$ cat config.mk
export PLATFORM = sky130hd
export DESIGN_NAME = ps2_key_scanner
export DESIGN_NICKNAME = d
export VERILOG_FILES = /design/src/rtl/ps2_key_scanner.sv
export SDC_FILE = /design/constraint.sdc
export NUM_CORES = 1
export LEC_CHECK = 0
export ABC_AREA = 1
export CAP_MARGIN = 20
export CORE_MARGIN = 5
export CORE_UTILIZATION = 55
export CTS_CLUSTER_DIAMETER = 150
export DETAILED_ROUTE_END_ITERATION = 6
export PLACE_DENSITY = 0.84
export RECOVER_POWER = 50
export SLEW_MARGIN = 20
export SYNTH_ARGS = -nofsm -noshare
export SYNTH_HDL_FRONTEND = slang
export SYNTH_SLANG_ARGS = --single-unit
export TNS_END_PERCENT = 5
$ cat constraint.sdc
create_clock -name clock -period 3.8 [get_ports clock]
set_input_delay 0.76 -clock clock [delete_from_list [all_inputs] [get_ports clock]]
set_output_delay 0.76 -clock clock [all_outputs]
set_load 0.01 [all_outputs]
$ cat src/rtl/ps2_key_scanner.sv
// ps2_key_scanner: PS/2 set-2 frame receiver and key decoder that injects the
// held key's ASCII code into the data RAM at the scan address.
module ps2_key_scanner #(
    parameter logic [12:0] SCAN_ADDR      = 13'h0310,
    parameter int          FILTER_LEN     = 4,
    parameter int          TIMEOUT_CYCLES = 50000
) (
    input  logic        clock,
    input  logic        reset,
    input  logic        ps2_clk,
    input  logic        ps2_data,
    output logic [12:0] key_ram_addr,
    output logic [31:0] key_ram_wdata,
    output logic        key_ram_wen,
    output logic [7:0]  last_scan
);
    localparam int FW = $clog2(FILTER_LEN + 1);
    localparam int TW = $clog2(TIMEOUT_CYCLES + 1);
    localparam logic [FW-1:0] FMAX = FW'(FILTER_LEN - 1);
    localparam logic [TW-1:0] TMAX = TW'(TIMEOUT_CYCLES - 1);
    localparam logic [1:0] S_IDLE = 2'd0, S_DATA = 2'd1, S_PARITY = 2'd2, S_STOP = 2'd3;

    logic [1:0]    r_clk_sync, r_dat_sync;
    logic          r_clk_filt, r_fall;
    logic [FW-1:0] r_filt_cnt;
    logic [1:0]    r_state;
    logic [2:0]    r_bit_cnt;
    logic [7:0]    r_shift, r_byte;
    logic          r_parity, r_byte_valid, r_frame_err;
    logic [TW-1:0] r_tmo_cnt;
    logic          r_brk, r_ext, r_shl, r_shr, r_wen;
    logic [7:0]    r_held, r_ascii, r_last;
    logic [7:0]    w_lc, w_ascii;
    logic          w_dat;

    assign w_dat         = r_dat_sync[1];
    assign key_ram_addr  = SCAN_ADDR;
    assign key_ram_wdata = {24'b0, r_ascii};
    assign key_ram_wen   = r_wen;
    assign last_scan     = r_last;

    // Sync flops idle high so reset release never looks like a falling edge.
    always_ff @(posedge clock or negedge reset) begin
        if (!reset) begin
            r_clk_sync <= 2'b11;
            r_dat_sync <= 2'b11;
            r_clk_filt <= 1'b1;
            r_filt_cnt <= '0;
            r_fall     <= 1'b0;
        end else begin
            r_clk_sync <= {r_clk_sync[0], ps2_clk};
            r_dat_sync <= {r_dat_sync[0], ps2_data};
            r_fall     <= r_clk_filt && !r_clk_sync[1] && r_filt_cnt == FMAX;
            if (r_clk_sync[1] == r_clk_filt) r_filt_cnt <= '0;
            else if (r_filt_cnt == FMAX) begin
                r_clk_filt <= r_clk_sync[1];
                r_filt_cnt <= '0;
            end else r_filt_cnt <= r_filt_cnt + 1'b1;
        end
    end

    always_ff @(posedge clock or negedge reset) begin
        if (!reset) begin
            r_state      <= S_IDLE;
            r_bit_cnt    <= '0;
            r_shift      <= '0;
            r_parity     <= 1'b0;
            r_tmo_cnt    <= '0;
            r_byte_valid <= 1'b0;
            r_frame_err  <= 1'b0;
            r_byte       <= '0;
        end else begin
            r_byte_valid <= 1'b0;
            r_frame_err  <= 1'b0;
            if (r_fall) begin
                r_tmo_cnt <= '0;
                case (r_state)
                    S_IDLE: if (!w_dat) begin
                        r_state   <= S_DATA;
                        r_bit_cnt <= '0;
                    end
                    S_DATA: begin
                        r_shift   <= {w_dat, r_shift[7:1]};
                        r_bit_cnt <= r_bit_cnt + 1'b1;
                        if (r_bit_cnt == 3'd7) r_state <= S_PARITY;
                    end
                    S_PARITY: begin
                        r_parity <= w_dat;
                        r_state  <= S_STOP;
                    end
                    default: begin
                        r_state <= S_IDLE;
                        if (^{r_shift, r_parity} && w_dat) begin
                            r_byte_valid <= 1'b1;
                            r_byte       <= r_shift;
                        end else r_frame_err <= 1'b1;
                    end
                endcase
            end else if (r_state != S_IDLE) begin
                if (r_tmo_cnt == TMAX) begin
                    r_state   <= S_IDLE;
                    r_tmo_cnt <= '0;
                end else r_tmo_cnt <= r_tmo_cnt + 1'b1;
            end
        end
    end

    always_comb begin
        w_lc = 8'h00;
        case (r_byte)
            8'h1C: w_lc = 8'h61; 8'h32: w_lc = 8'h62; 8'h21: w_lc = 8'h63; 8'h23: w_lc = 8'h64;
            8'h24: w_lc = 8'h65; 8'h2B: w_lc = 8'h66; 8'h34: w_lc = 8'h67; 8'h33: w_lc = 8'h68;
            8'h43: w_lc = 8'h69; 8'h3B: w_lc = 8'h6A; 8'h42: w_lc = 8'h6B; 8'h4B: w_lc = 8'h6C;
            8'h3A: w_lc = 8'h6D; 8'h31: w_lc = 8'h6E; 8'h44: w_lc = 8'h6F; 8'h4D: w_lc = 8'h70;
            8'h15: w_lc = 8'h71; 8'h2D: w_lc = 8'h72; 8'h1B: w_lc = 8'h73; 8'h2C: w_lc = 8'h74;
            8'h3C: w_lc = 8'h75; 8'h2A: w_lc = 8'h76; 8'h1D: w_lc = 8'h77; 8'h22: w_lc = 8'h78;
            8'h35: w_lc = 8'h79; 8'h1A: w_lc = 8'h7A;
            8'h45: w_lc = 8'h30; 8'h16: w_lc = 8'h31; 8'h1E: w_lc = 8'h32; 8'h26: w_lc = 8'h33;
            8'h25: w_lc = 8'h34; 8'h2E: w_lc = 8'h35; 8'h36: w_lc = 8'h36; 8'h3D: w_lc = 8'h37;
            8'h3E: w_lc = 8'h38; 8'h46: w_lc = 8'h39;
            8'h29: w_lc = 8'h20; 8'h5A: w_lc = 8'h0D; 8'h66: w_lc = 8'h08;
            default: w_lc = 8'h00;
        endcase
        w_ascii = (w_lc >= 8'h61 && (r_shl || r_shr)) ? w_lc - 8'h20 : w_lc;
    end

    // A typematic repeat of the held code is swallowed so shift changes never leak in.
    always_ff @(posedge clock or negedge reset) begin
        if (!reset) begin
            r_brk   <= 1'b0;
            r_ext   <= 1'b0;
            r_shl   <= 1'b0;
            r_shr   <= 1'b0;
            r_wen   <= 1'b0;
            r_held  <= '0;
            r_ascii <= '0;
            r_last  <= '0;
        end else if (r_frame_err) begin
            r_brk <= 1'b0;
            r_ext <= 1'b0;
        end else if (r_byte_valid) begin
            r_last <= r_byte;
            if (r_byte == 8'hF0) r_brk <= 1'b1;
            else if (r_byte == 8'hE0) r_ext <= 1'b1;
            else if (r_ext) begin
                r_ext <= 1'b0;
                r_brk <= 1'b0;
            end else begin
                r_brk <= 1'b0;
                if (r_byte == 8'h12) r_shl <= !r_brk;
                else if (r_byte == 8'h59) r_shr <= !r_brk;
                else if (r_brk) begin
                    if (r_byte == r_held) begin
                        r_held  <= '0;
                        r_ascii <= '0;
                        r_wen   <= 1'b0;
                    end
                end else if (w_lc != 8'h00 && r_byte != r_held) begin
                    r_held  <= r_byte;
                    r_ascii <= w_ascii;
                    r_wen   <= 1'b1;
                end
            end
        end
    end
endmodule

==> summary.md <==
| Metric | Value |
|---|---|
| Run status | `finished, violations left` |
| Failing checks | `capacitance limit, slew limit` |
| RSZ-0062 raised after global routing | `false` |
| Critical Path RT | `slightly above 4 ns` |
| Row Count | `33` |
| Crit. path cell count | `15` |
| P&R area growth vs syn | `5.09%` |
| Worst skew pair latency | `0.35 ns` |
| Final setup margin | `about 1.0 ns` |
| CTS buffer count | `9` |
| Syn_area_per_cell | `around 7.8 µm²` |
| ANT nets after route | `0` |
| Gr usage total | `around a fifth` |
| H-tree levels | `3` |
| Post-Route Setup TNS | `0 ns` |
| Fin crit share | `73.3%` |
| Clk pin slew, worst setup/hold paths | `0.08 ns` |
| Worst Tran Pin Value | `1.89 ns` |
| Initial Util | `56.5%` |
| Post-Syn Instances | `596` |
| Proportion of layout cells with a drive suffix above 1 | `7.64%` |
| WHS Path Cells | `0` |
| Post-route insts no fill | `720` |
| Arrival time worst endpoint | `3.07 ns` |
| Mapped Area | `4670 µm²` |
| Gpl congestion | `0.969` |
| Area of the multi-input gates | `2210 µm²` |
| Largest net degree at the start of global routing | `between 70 and 80` |
| Clock tree buffer depth | `2` |
| Clk sink count | `78` |
| Ys Warns | `0` |
| Sequential cell area | `1960 µm²` |
| Max cap viols | `1` |
| Most used cell, CP | `nand2_1` |
| Drt total wl | `between 9000 and 10000 µm` |
| Most frequent cells after synthesis | `163 x nand2_1, 73 x dfrtp_1, 52 x inv_1` |
| Dpl cells | `704` |
| Sequential-to-total area share from yosys stat | `a little over two fifths` |
| Nets | `630` |
| Worst Path Buf+Inv | `1` |
| Top cell type's share of synthesized area | `39.1%` |
| Die width | `between 100 and 150 µm` |
| Drt drc | `0` |
| Post-CTS Hold Fix Bufs | `0` |
| CTS tree | `built` |
| Type of the tightest min-delay check | `reg2reg` |
| Hold Startpoint | `r_clk_sync[0]` |
| Final setup violation count | `0` |
| Post-CTS Resized | `0` |
| Final slew viol count | `79` |
| Ys async rst share | `100%` |
| Rel. slew slack | `-25.9%` |
| IO Port Bufs | `20` |
| Most common cell in the netlist | `nand2_1` |
| Final HPWL DP | `7150 µm` |
| Worst Setup SP | `r_byte[1]` |
| Power density cells | `304 nW/µm²` |
| Core area | `8260 µm²` |
| Peak VDD IR | `0.212 mV` |
| Clk_skew | `0.00583 ns` |
| Register bit total from synthesis | `between 70 and 80` |
| Postcts setup bufs | `0` |
| WL/cell | `around 13 µm` |
| Leak | `2.49 nW` |
| Pre-antenna DRT Iters | `4` |
| Die area | `10400 µm²` |
| Fin. Hold Viols | `0` |
| Crit Path Class | `reg2reg` |
| Clock Root Buffer | `clkbuf_8` |
| Synth area leader | `dfrtp_1` |
| Top delay family on crit path | `simple AND/OR/NAND/NOR gates` |
| Routed vias/inst | `5.20` |
| Maximum clock rate | `between 300 and 400 MHz` |
| Top FF cell, synth | `dfrtp_1` |
| Initial antenna violation count | `0` |
| Post-synth EDFFs | `0` |
| DR vias | `3745` |
| Global-route wire length before repair | `16700 µm` |
| Crit start category | `flop` |
| Slowest cell on crit path | `dfrtp_1` |
| CP endpoint kind | `flop` |
| Total gr overflow | `0` |
| CP max stage delay | `0.57 ns` |
| Dominant cells by area after synthesis | `dfrtp_1 39%, nand2_1 13%, buf_4 6.4%` |
| R2r startpoint | `r_byte[1]` |
| Number of diodes | `0` |
| Worst path cell trace | `inv_1, ha_1, nand2_1, nand2_1, nand3_1, nand2_1, nand2_1, nor2_1, nor2_1, nand2_1, nor2_1, nand3_1, and2_1, nand3_1, nand2_1` |
| I/O Pins | `58` |
| Clock period minus worst slack | `2.78 ns` |
| Filler cell count in the final layout | `739` |
| Critical Path Fanout Max | `15` |
| First DRT Iteration DRCs | `around 200` |
| Vias in the first global route | `3664` |
| Die Ht | `between 100 and 150 µm` |
| Post-place setup slack | `1.08 ns` |
| R2r worst-path depth | `15` |
| Cell variety after synth | `41` |
## stage by stage
step	area, µm²	util (%)	hold WS [ns]	power (mW)
floorplan	4800	-	0.345	0.949
global placement	4730	57.3	0.348	0.944
detailed placement	4730	57.3	0.349	0.948
CTS	4910	59.4	0.360	1.50
global route	4910	59.4	0.370	1.55
finish	4910	59.4	0.360	1.49
## where the power goes
part	total (mW)	switching, mW	internal, mW	leakage [nW]
registers	0.859	0.00889	0.850	1.07
clock network	0.559	0.304	0.255	0.0857
logic	0.0713	0.0534	0.0180	1.33
total	1.49	0.366	1.12	2.49
## kinds of logic after synthesis
kind of cell             after synthesis  share of synthesized area (%)
XOR/XNOR                              17                           3.19
buffers and inverters                113                           13.5
AO/OA/AOI/OAI                         82                           9.54
multiplexers                           1                          0.241
other                                  2                          0.161
adder cells (fa/ha/maj)               16                           4.29
AND/OR/NAND/NOR                      287                           27.1
flip-flops                            78                           41.9
## worst paths after layout
path / slack [ns] / to
max in group asynchronous: 1.76 / r_bit_cnt[0]
setup reg to reg: 1.02 / r_ascii[6]
hold / removal: 0.36 / r_clk_sync[1]
setup / recovery: 1.02 / r_ascii[6]
min in group asynchronous: 0.90 / r_ascii[2]
hold reg to reg: 0.36 / r_clk_sync[1]
## flip-flops by register name, summed over array words and instances, names as in the netlist
name / flops
r_frame_err: 1
last_scan: 8
r_tmo_cnt: 16
r_shift: 8
r_ascii: 8
r_brk: 1
r_dat_sync: 2
r_clk_filt: 1
r_shr: 1
r_held: 8
r_bit_cnt: 3
r_fall: 1
r_state: 2
r_parity: 1
r_byte: 8
r_byte_valid: 1
r_filt_cnt: 3
r_clk_sync: 2
r_shl: 1
r_ext: 1
key_ram_wen: 1
## placed cells by master (no fill, tap or decap), types with 2 or more instances in the layout
cell             instances
nor2_2                   4
a21boi_0                 2
dfstp_2                  5
nor3_1                   7
ha_1                    16
o21ai_1                  4
clkinvlp_4               2
nand3_2                  3
nor2_1                  40
nand2_2                  4
clkdlybuf4s50_1         17
clkinv_2                 2
dfrtp_1                 73
dlygate4sd3_1            2
clkbuf_8                10
o31ai_1                  2
inv_2                    6
nand4_1                  7
o21ai_0                 40
buf_4                    2
a21oi_1                 24
inv_1                   53
a31oi_1                  2
nand3_1                 44
conb_1                  37
or2_2                    3
nor3b_1                  4
nand3b_1                 3
xor2_1                   6
xnor2_1                 11
o211ai_1                 3
nand2_1                163
## cell type report
type                       instances  area share, %
clock inverter                     5          0.689
timing repair buffer              22           4.28
multi-input combinational        440           45.0
clock buffer                      11           2.88
inverter                          59           4.51
sequential                        78           39.9
tap                              105           2.68
## metal layers
layer | share of wire, % | global-route usage, % | vias up
li1 | - | - | 1875
met1 | 42 | 25.9 | 1737
met2 | 50 | 33.5 | 115
met3 | 5.8 | 3.34 | 18
met4 | 2.0 | 7.97 | 0
met5 | 0 | 0 | -
Note: power is estimated with default switching activity, not from simulation.
